### config.mk
export PLATFORM = sky130hd
export DESIGN_NAME = pw_pattern_sequencer
export DESIGN_NICKNAME = d
export VERILOG_FILES = /design/src/rtl/pw_pattern_sequencer.sv
export SDC_FILE = /design/constraint.sdc
export NUM_CORES = 1
export LEC_CHECK = 0
export ABC_AREA = 1
export ABC_CLOCK_PERIOD_IN_PS = 2050
export CORE_AREA = 2 2 281 283
export CTS_CLUSTER_DIAMETER = 60
export DETAILED_ROUTE_END_ITERATION = 10
export DIE_AREA = 0 0 283 285
export GPL_ROUTABILITY_DRIVEN = 0
export HOLD_SLACK_MARGIN = 0.1
export MAX_ROUTING_LAYER = met4
export SLEW_MARGIN = 20
export SYNTH_ARGS = -nofsm -noshare
export SYNTH_HDL_FRONTEND = slang
export SYNTH_SLANG_ARGS = --single-unit
### constraint.sdc
create_clock -name fe_clk -period 2.05 [get_ports fe_clk]
set_clock_uncertainty 0.1 [all_clocks]
set_input_delay 0.205 -clock fe_clk [delete_from_list [all_inputs] [get_ports fe_clk]]
set_output_delay 0.205 -clock fe_clk [all_outputs]
set_load 0.005 [all_outputs]
### src/rtl/pw_pattern_sequencer.sv
// Multi-stage trigger sequencer driving pw_pattern_matcher in the fe_clk domain.
// Optional per-stage match repeat counts are enabled with `define PW_SEQ_REPEAT_EN.
module pw_pattern_sequencer #(
  parameter int pPATTERN_BYTES = 8,
  parameter int pSTAGES        = 4,
  parameter int pWINDOW_BITS   = 16
) (
  input  logic                                fe_clk,
  input  logic                                reset_n,
  input  logic                                I_arm,
  input  logic [7:0]                          I_num_stages,
  input  logic [pSTAGES*pPATTERN_BYTES*8-1:0] I_stage_pattern,
  input  logic [pSTAGES*pPATTERN_BYTES*8-1:0] I_stage_mask,
  input  logic [pSTAGES*8-1:0]                I_stage_bytes,
  input  logic [pWINDOW_BITS-1:0]             I_window,
  input  logic                                I_match,
`ifdef PW_SEQ_REPEAT_EN
  input  logic [pSTAGES*8-1:0]                I_stage_repeat,
  output logic [7:0]                          O_repeat_cnt,
`endif
  output logic                                O_pm_arm,
  output logic [pPATTERN_BYTES*8-1:0]         O_pm_pattern,
  output logic [pPATTERN_BYTES*8-1:0]         O_pm_mask,
  output logic [7:0]                          O_pm_bytes,
  output logic                                O_pm_clear,
  output logic                                O_trigger,
  output logic                                O_timeout,
  output logic [7:0]                          O_stage,
  output logic                                O_busy
);

  localparam int PW = pPATTERN_BYTES * 8;

  typedef enum logic [2:0] {
    S_IDLE,
    S_LOAD,
    S_WAIT,
    S_CLEAR,
    S_FIRE,
    S_DONE
  } state_t;

  state_t                  state, state_nx;
  logic [7:0]              stage, stage_nx;
  logic [7:0]              num_stages, num_stages_nx, num_clamped;
  logic [pWINDOW_BITS-1:0] win_cnt, win_cnt_nx;
  logic                    timeout_nx;
  logic [PW-1:0]           sel_pattern, sel_mask;
  logic [7:0]              sel_bytes;
  logic                    last_stage, win_active, win_expired, stage_done;

`ifdef PW_SEQ_REPEAT_EN
  logic [7:0] rep_cnt, rep_cnt_nx, rep_target, sel_repeat;
`endif

  always_comb begin
    if (I_num_stages == 8'd0)
      num_clamped = 8'd1;
    else if (I_num_stages > 8'(pSTAGES))
      num_clamped = 8'(pSTAGES);
    else
      num_clamped = I_num_stages;
  end

  always_comb begin
    sel_pattern = '0;
    sel_mask    = '0;
    sel_bytes   = '0;
`ifdef PW_SEQ_REPEAT_EN
    sel_repeat  = '0;
`endif
    for (int unsigned k = 0; k < pSTAGES; k++) begin
      if (stage == 8'(k)) begin
        sel_pattern = I_stage_pattern[k*PW +: PW];
        sel_mask    = I_stage_mask[k*PW +: PW];
        sel_bytes   = I_stage_bytes[k*8 +: 8];
`ifdef PW_SEQ_REPEAT_EN
        sel_repeat  = I_stage_repeat[k*8 +: 8];
`endif
      end
    end
  end

  assign last_stage = (stage == num_stages - 8'd1);
  assign win_active = (stage != 8'd0) && (I_window != '0);
  // >= rather than == so a window shrunk mid-stage still expires
  assign win_expired = win_active && (win_cnt >= I_window - pWINDOW_BITS'(1));

`ifdef PW_SEQ_REPEAT_EN
  assign stage_done = (rep_cnt >= rep_target - 8'd1);
`else
  assign stage_done = 1'b1;
`endif

  always_comb begin
    state_nx      = state;
    stage_nx      = stage;
    num_stages_nx = num_stages;
    win_cnt_nx    = win_cnt;
    timeout_nx    = 1'b0;
`ifdef PW_SEQ_REPEAT_EN
    rep_cnt_nx    = rep_cnt;
`endif
    case (state)
      S_IDLE: begin
        if (I_arm) begin
          state_nx      = S_LOAD;
          stage_nx      = '0;
          num_stages_nx = num_clamped;
        end
      end
      S_LOAD: begin
        win_cnt_nx = '0;
        state_nx   = S_WAIT;
      end
      S_WAIT: begin
        if (I_match) begin
          if (!stage_done) begin
            state_nx = S_CLEAR;
`ifdef PW_SEQ_REPEAT_EN
            rep_cnt_nx = rep_cnt + 8'd1;
`endif
          end else begin
            state_nx = last_stage ? S_FIRE : S_CLEAR;
            if (!last_stage)
              stage_nx = stage + 8'd1;
`ifdef PW_SEQ_REPEAT_EN
            rep_cnt_nx = '0;
`endif
          end
        end else if (win_expired) begin
          state_nx   = S_CLEAR;
          stage_nx   = '0;
          timeout_nx = 1'b1;
`ifdef PW_SEQ_REPEAT_EN
          rep_cnt_nx = '0;
`endif
        end else if (win_active && (win_cnt != '1)) begin
          win_cnt_nx = win_cnt + pWINDOW_BITS'(1);
        end
      end
      S_CLEAR: state_nx = S_LOAD;
      S_FIRE:  state_nx = S_DONE;
      S_DONE:  state_nx = S_DONE;
      default: state_nx = S_IDLE;
    endcase

    if (!I_arm) begin
      state_nx   = S_IDLE;
      stage_nx   = '0;
      timeout_nx = 1'b0;
`ifdef PW_SEQ_REPEAT_EN
      rep_cnt_nx = '0;
`endif
    end
  end

  // Outputs are registered from the next-state decode so they change with the state
  always_ff @(posedge fe_clk or negedge reset_n) begin
    if (!reset_n) begin
      state        <= S_IDLE;
      stage        <= '0;
      num_stages   <= 8'd1;
      win_cnt      <= '0;
      O_pm_arm     <= 1'b0;
      O_pm_clear   <= 1'b1;
      O_pm_pattern <= '0;
      O_pm_mask    <= '0;
      O_pm_bytes   <= '0;
      O_trigger    <= 1'b0;
      O_timeout    <= 1'b0;
      O_busy       <= 1'b0;
    end else begin
      state        <= state_nx;
      stage        <= stage_nx;
      num_stages   <= num_stages_nx;
      win_cnt      <= win_cnt_nx;
      O_pm_arm     <= (state_nx == S_WAIT);
      O_pm_clear   <= (state_nx == S_IDLE) || (state_nx == S_CLEAR) || (state_nx == S_FIRE);
      O_trigger    <= (state_nx == S_FIRE);
      O_timeout    <= timeout_nx;
      O_busy       <= (state_nx != S_IDLE) && (state_nx != S_DONE);
      if (state == S_LOAD) begin
        O_pm_pattern <= sel_pattern;
        O_pm_mask    <= sel_mask;
        O_pm_bytes   <= sel_bytes;
      end
    end
  end

`ifdef PW_SEQ_REPEAT_EN
  always_ff @(posedge fe_clk or negedge reset_n) begin
    if (!reset_n) begin
      rep_cnt    <= '0;
      rep_target <= 8'd1;
    end else begin
      rep_cnt <= rep_cnt_nx;
      if (state == S_LOAD)
        rep_target <= (sel_repeat == 8'd0) ? 8'd1 : sel_repeat;
    end
  end

  assign O_repeat_cnt = rep_cnt;
`endif

  assign O_stage = stage;

endmodule

==> implementation parameters <==
Parameter                              Value

Timing
  Share of the clock period used by the worst path after layout ... 120%
  Slew Limit Headroom ... between 50% and 60%
  Fin. max-slew vios ... 0
  Max Clock Freq ... a little over 400 MHz
  Slew @ Worst Pin ... 0.619 ns
  Setup TNS Final ... -31.77 ns
  Worst Setup Slack, final ... -0.410 ns
  Hold WS ... around 0.23 ns
  Post-layout minimum cycle time ... 2.46 ns
  Final setup violation count ... between 150 and 200
  Number of hold violations in the final report ... 0
  RSZ-0062 raised after global routing ... true

Logic synthesis
  Number of distinct library cells after synthesis ... 37
  Number of flops mapped to enable cells by yosys ... 0
  Yosys warns ... 0
  Synth Instances ... between 1500 and 2000
  Mapped Nets ... 2151
  Fraction of registers with async set or reset after synthesis ... 100%
  Post-synthesis cell area ... 0.0120 mm^2
  Synth Flop Type ... dfrtp_1
  Flip-flop and latch count after synthesis ... 176
  Share of Yosys cell area claimed by the top area cell type ... 36.2%
  Post-synthesis cell type with the largest combined area ... dfrtp_1
  Fraction of the yosys area taken by sequential cells ... between 30% and 40%
  Synth area leaders ... dfrtp_1, a21oi_1, a2bb2oi_1
  Average instance area after synthesis ... between 7 and 8 um^2

Detailed routing
  ANT nets after route ... 0
  Post-DR vias/cell ... 4.62
  First DRT Iteration DRCs ... a little under 1000
  Average routed wire per standard cell ... 24.2 um
  Final WL ... ~86000 um
  Detailed-route DRC error count ... 0
  First-pass iteration count of the detailed router ... 5
  Overall via count from detail_route ... roughly 16000

Critical path
  Delay-heaviest family, CP ... simple AND/OR/NAND/NOR gates
  Data required time at the worst endpoint ... ~2.3 ns
  Type of the setup path with the least slack ... input pin to flip-flop
  Launching element type of the critical path ... input pin
  Critical-path top delay cell ... ha_4
  First element of the critical path ... I_window[0]
  Crit-path cells ... buf_12 > inv_12 > ha_4 > nand3b_4 > nor2_4 > nand2_2 > nor2_4 > nand3_2 > xor2_1 > inv_1 > ha_4 > nand2_4 > inv_2 > nand3_2 > inv_2 > a21oi_2 > nand2_1 > nand2_2 > nand2_2 > o21ai_4 > clkinvlp_4 > nand2_1 > nand2_1
  Startpoint of the most critical register-to-register path ... O_stage[6]
  Slack of the worst reg-to-reg path ... -0.28 ns
  Critical Path AT ... roughly 2.7 ns
  Largest driver fanout on the critical path ... 7
  Endpoint type of the worst setup path ... flip-flop
  Delay of the slowest cell on the worst path ... 0.25 ns
  Buf/Inv on CP ... 6

Pwr
  Maximum vdd ir drop ... roughly 0.00046 V
  Power per unit of standard cell area ... between 600 and 700 mW/mm^2
  Leak ... around 12 nW

Worst hold path
  Classification of the worst-slack hold path ... input pin to async pin

Layout
  Multi-input logic area ... ~0.0087 mm^2
  Sequential standard cell area ... roughly 0.0044 mm^2
  Most frequent cells in the layout ... clkdlybuf4s50_1, nand2_1, a21oi_1
  Area growth from synthesis to final layout ... 126%
  Fill cell total of the finished layout ... between 7000 and 8000
  Core utilization of the finished layout ... 34.8%
  Number of nets in the layout ... 3094
  Most common cell after layout, fill and taps aside ... clkdlybuf4s50_1
  Layout cells sized above 1 ... 30.5%

Floorplan
  Ports placed on the boundary ... roughly 720
  Site Rows ... about 100
  Die ar. ... a little over 0.08 mm^2
  Effective utilization at floorplan ... between 10% and 20%
  Die height ... about 290 um
  Horizontal die dimension ... approximately 280 um
  CORE AREA ... around 0.078 mm^2

Run status
  Violated checks ... setup timing
  Result of the run ... finished, violations left

Global route
  Maximum number of pins on one net before global-route repair ... 58
  First-pass GRT wire length ... roughly 120000 um
  All-layer global routing usage ... around a fifth
  Number of antenna violations at the first check in global routing ... 4
  Overall overflow remaining after global route ... 0
  Via count of the first global-routing pass ... between 15000 and 20000

Placed design
  Count of input and output buffers ... between 700 and 800
  Final HPWL DP ... roughly 56000 um

CTS
  Inserted Clock Buffers ... 17
  CTS tree ... done
  Buffer depth of the longest clock path ... 2
  Skew-Pair Late Insertion Delay ... 0.47 ns
  Level count of the clock H-tree ... 4
  Sink Count ... between 150 and 200
  Clock slew at reported path FFs ... roughly 0.08 ns
  Root Buffer Master ... clkbuf_16

Run
  Max-cap check violation count ... 0
## per-layer routing
layer  track usage [%]  wire length [um]  vias up
met5                 -                 0        -
met4              10.6              4510        0
met3              4.20              6350      174
met2              32.5             40300      831
met1              24.6             35200     7898
li1                  -                 -     7562
## stage by stage
step,instance area (um^2),setup WS (ns),std cells,power (mW)
3_3_place_gp,22000,-1.28,3402,12.9
3_5_place_dp,22000,-1.37,3402,12.8
2_1_floorplan,12100,-0.608,1556,7.69
5_1_grt,27200,-0.589,3565,18.5
6_report,27200,-0.410,3565,17.6
4_1_cts,25600,-0.425,3539,17.2
## cells in the mapped netlist, types with 12 or more instances
cell type,instances
nand2_1,277
a21oi_1,266
nand3_1,178
dfrtp_1,174
a2bb2oi_1,136
o211ai_1,136
clkbuf_1,70
nor2_1,61
buf_2,49
inv_1,49
ha_1,23
xor2_1,23
inv_2,15
o21ai_0,12
## report_power, final
| part | total (mW) | switching, mW | internal, mW |
|---|---|---|---|
| Combinational | 8.58 | 3.54 | 5.04 |
| Sequential | 5.39 | 0.822 | 4.56 |
| Clock | 3.67 | 1.69 | 1.97 |
## registers in the layout, summed over array words and instances, names as in the netlist
name,cells
O_pm_mask,64
O_pm_clear,1
O_busy,1
O_pm_pattern,64
O_pm_arm,1
O_trigger,1
win_cnt,16
num_stages,8
O_stage,8
O_pm_bytes,8
O_timeout,1
state,3
## cell families after synthesis
family | share of synthesized area (%)
AO/OA/AOI/OAI | 30.8
buffers and inverters | 7.41
adder cells (fa/ha/maj) | 2.40
XOR/XNOR | 2.41
AND/OR/NAND/NOR | 20.3
flip-flops | 36.7
## cell type report
type	instances	share of cell area [%]
Tap cell	1050	4.84
Antenna cell	4	0.0369
Clock inverter	13	0.659
Timing Repair inverter	8	0.479
Multi-Input combinational cell	1176	31.9
Timing Repair Buffer	1055	43.0
Clock buffer	18	1.62
Inverter	65	1.23
Sequential cell	176	16.2
## tightest hold or removal path, delay by kind of cell
family	cells	cell delay [ns]
buffers and inverters	3	0.94
## worst paths after layout
kind                                          to  cells after the start
worst max-delay path                 win_cnt[15]                     23
worst min-delay path                   O_trigger                      3
worst max register to register  O_pm_pattern[34]                     13
worst min register to register     num_stages[7]                      2
max in group asynchronous             O_pm_clear                      3
min in group fe_clk                num_stages[1]                      3
## repair_timing
item / 4_1_cts / 5_1_grt
hold endpoints to repair: 175 / 0
resized for setup: 370 / 325
gates cloned: 41 / 8
hold buffers: 2 / 0
setup buffers: 68 / 28
setup endpoints to repair: 167 / 170
pin swaps: 203 / 248
No activity file was read; power rests on OpenSTA's default activity.
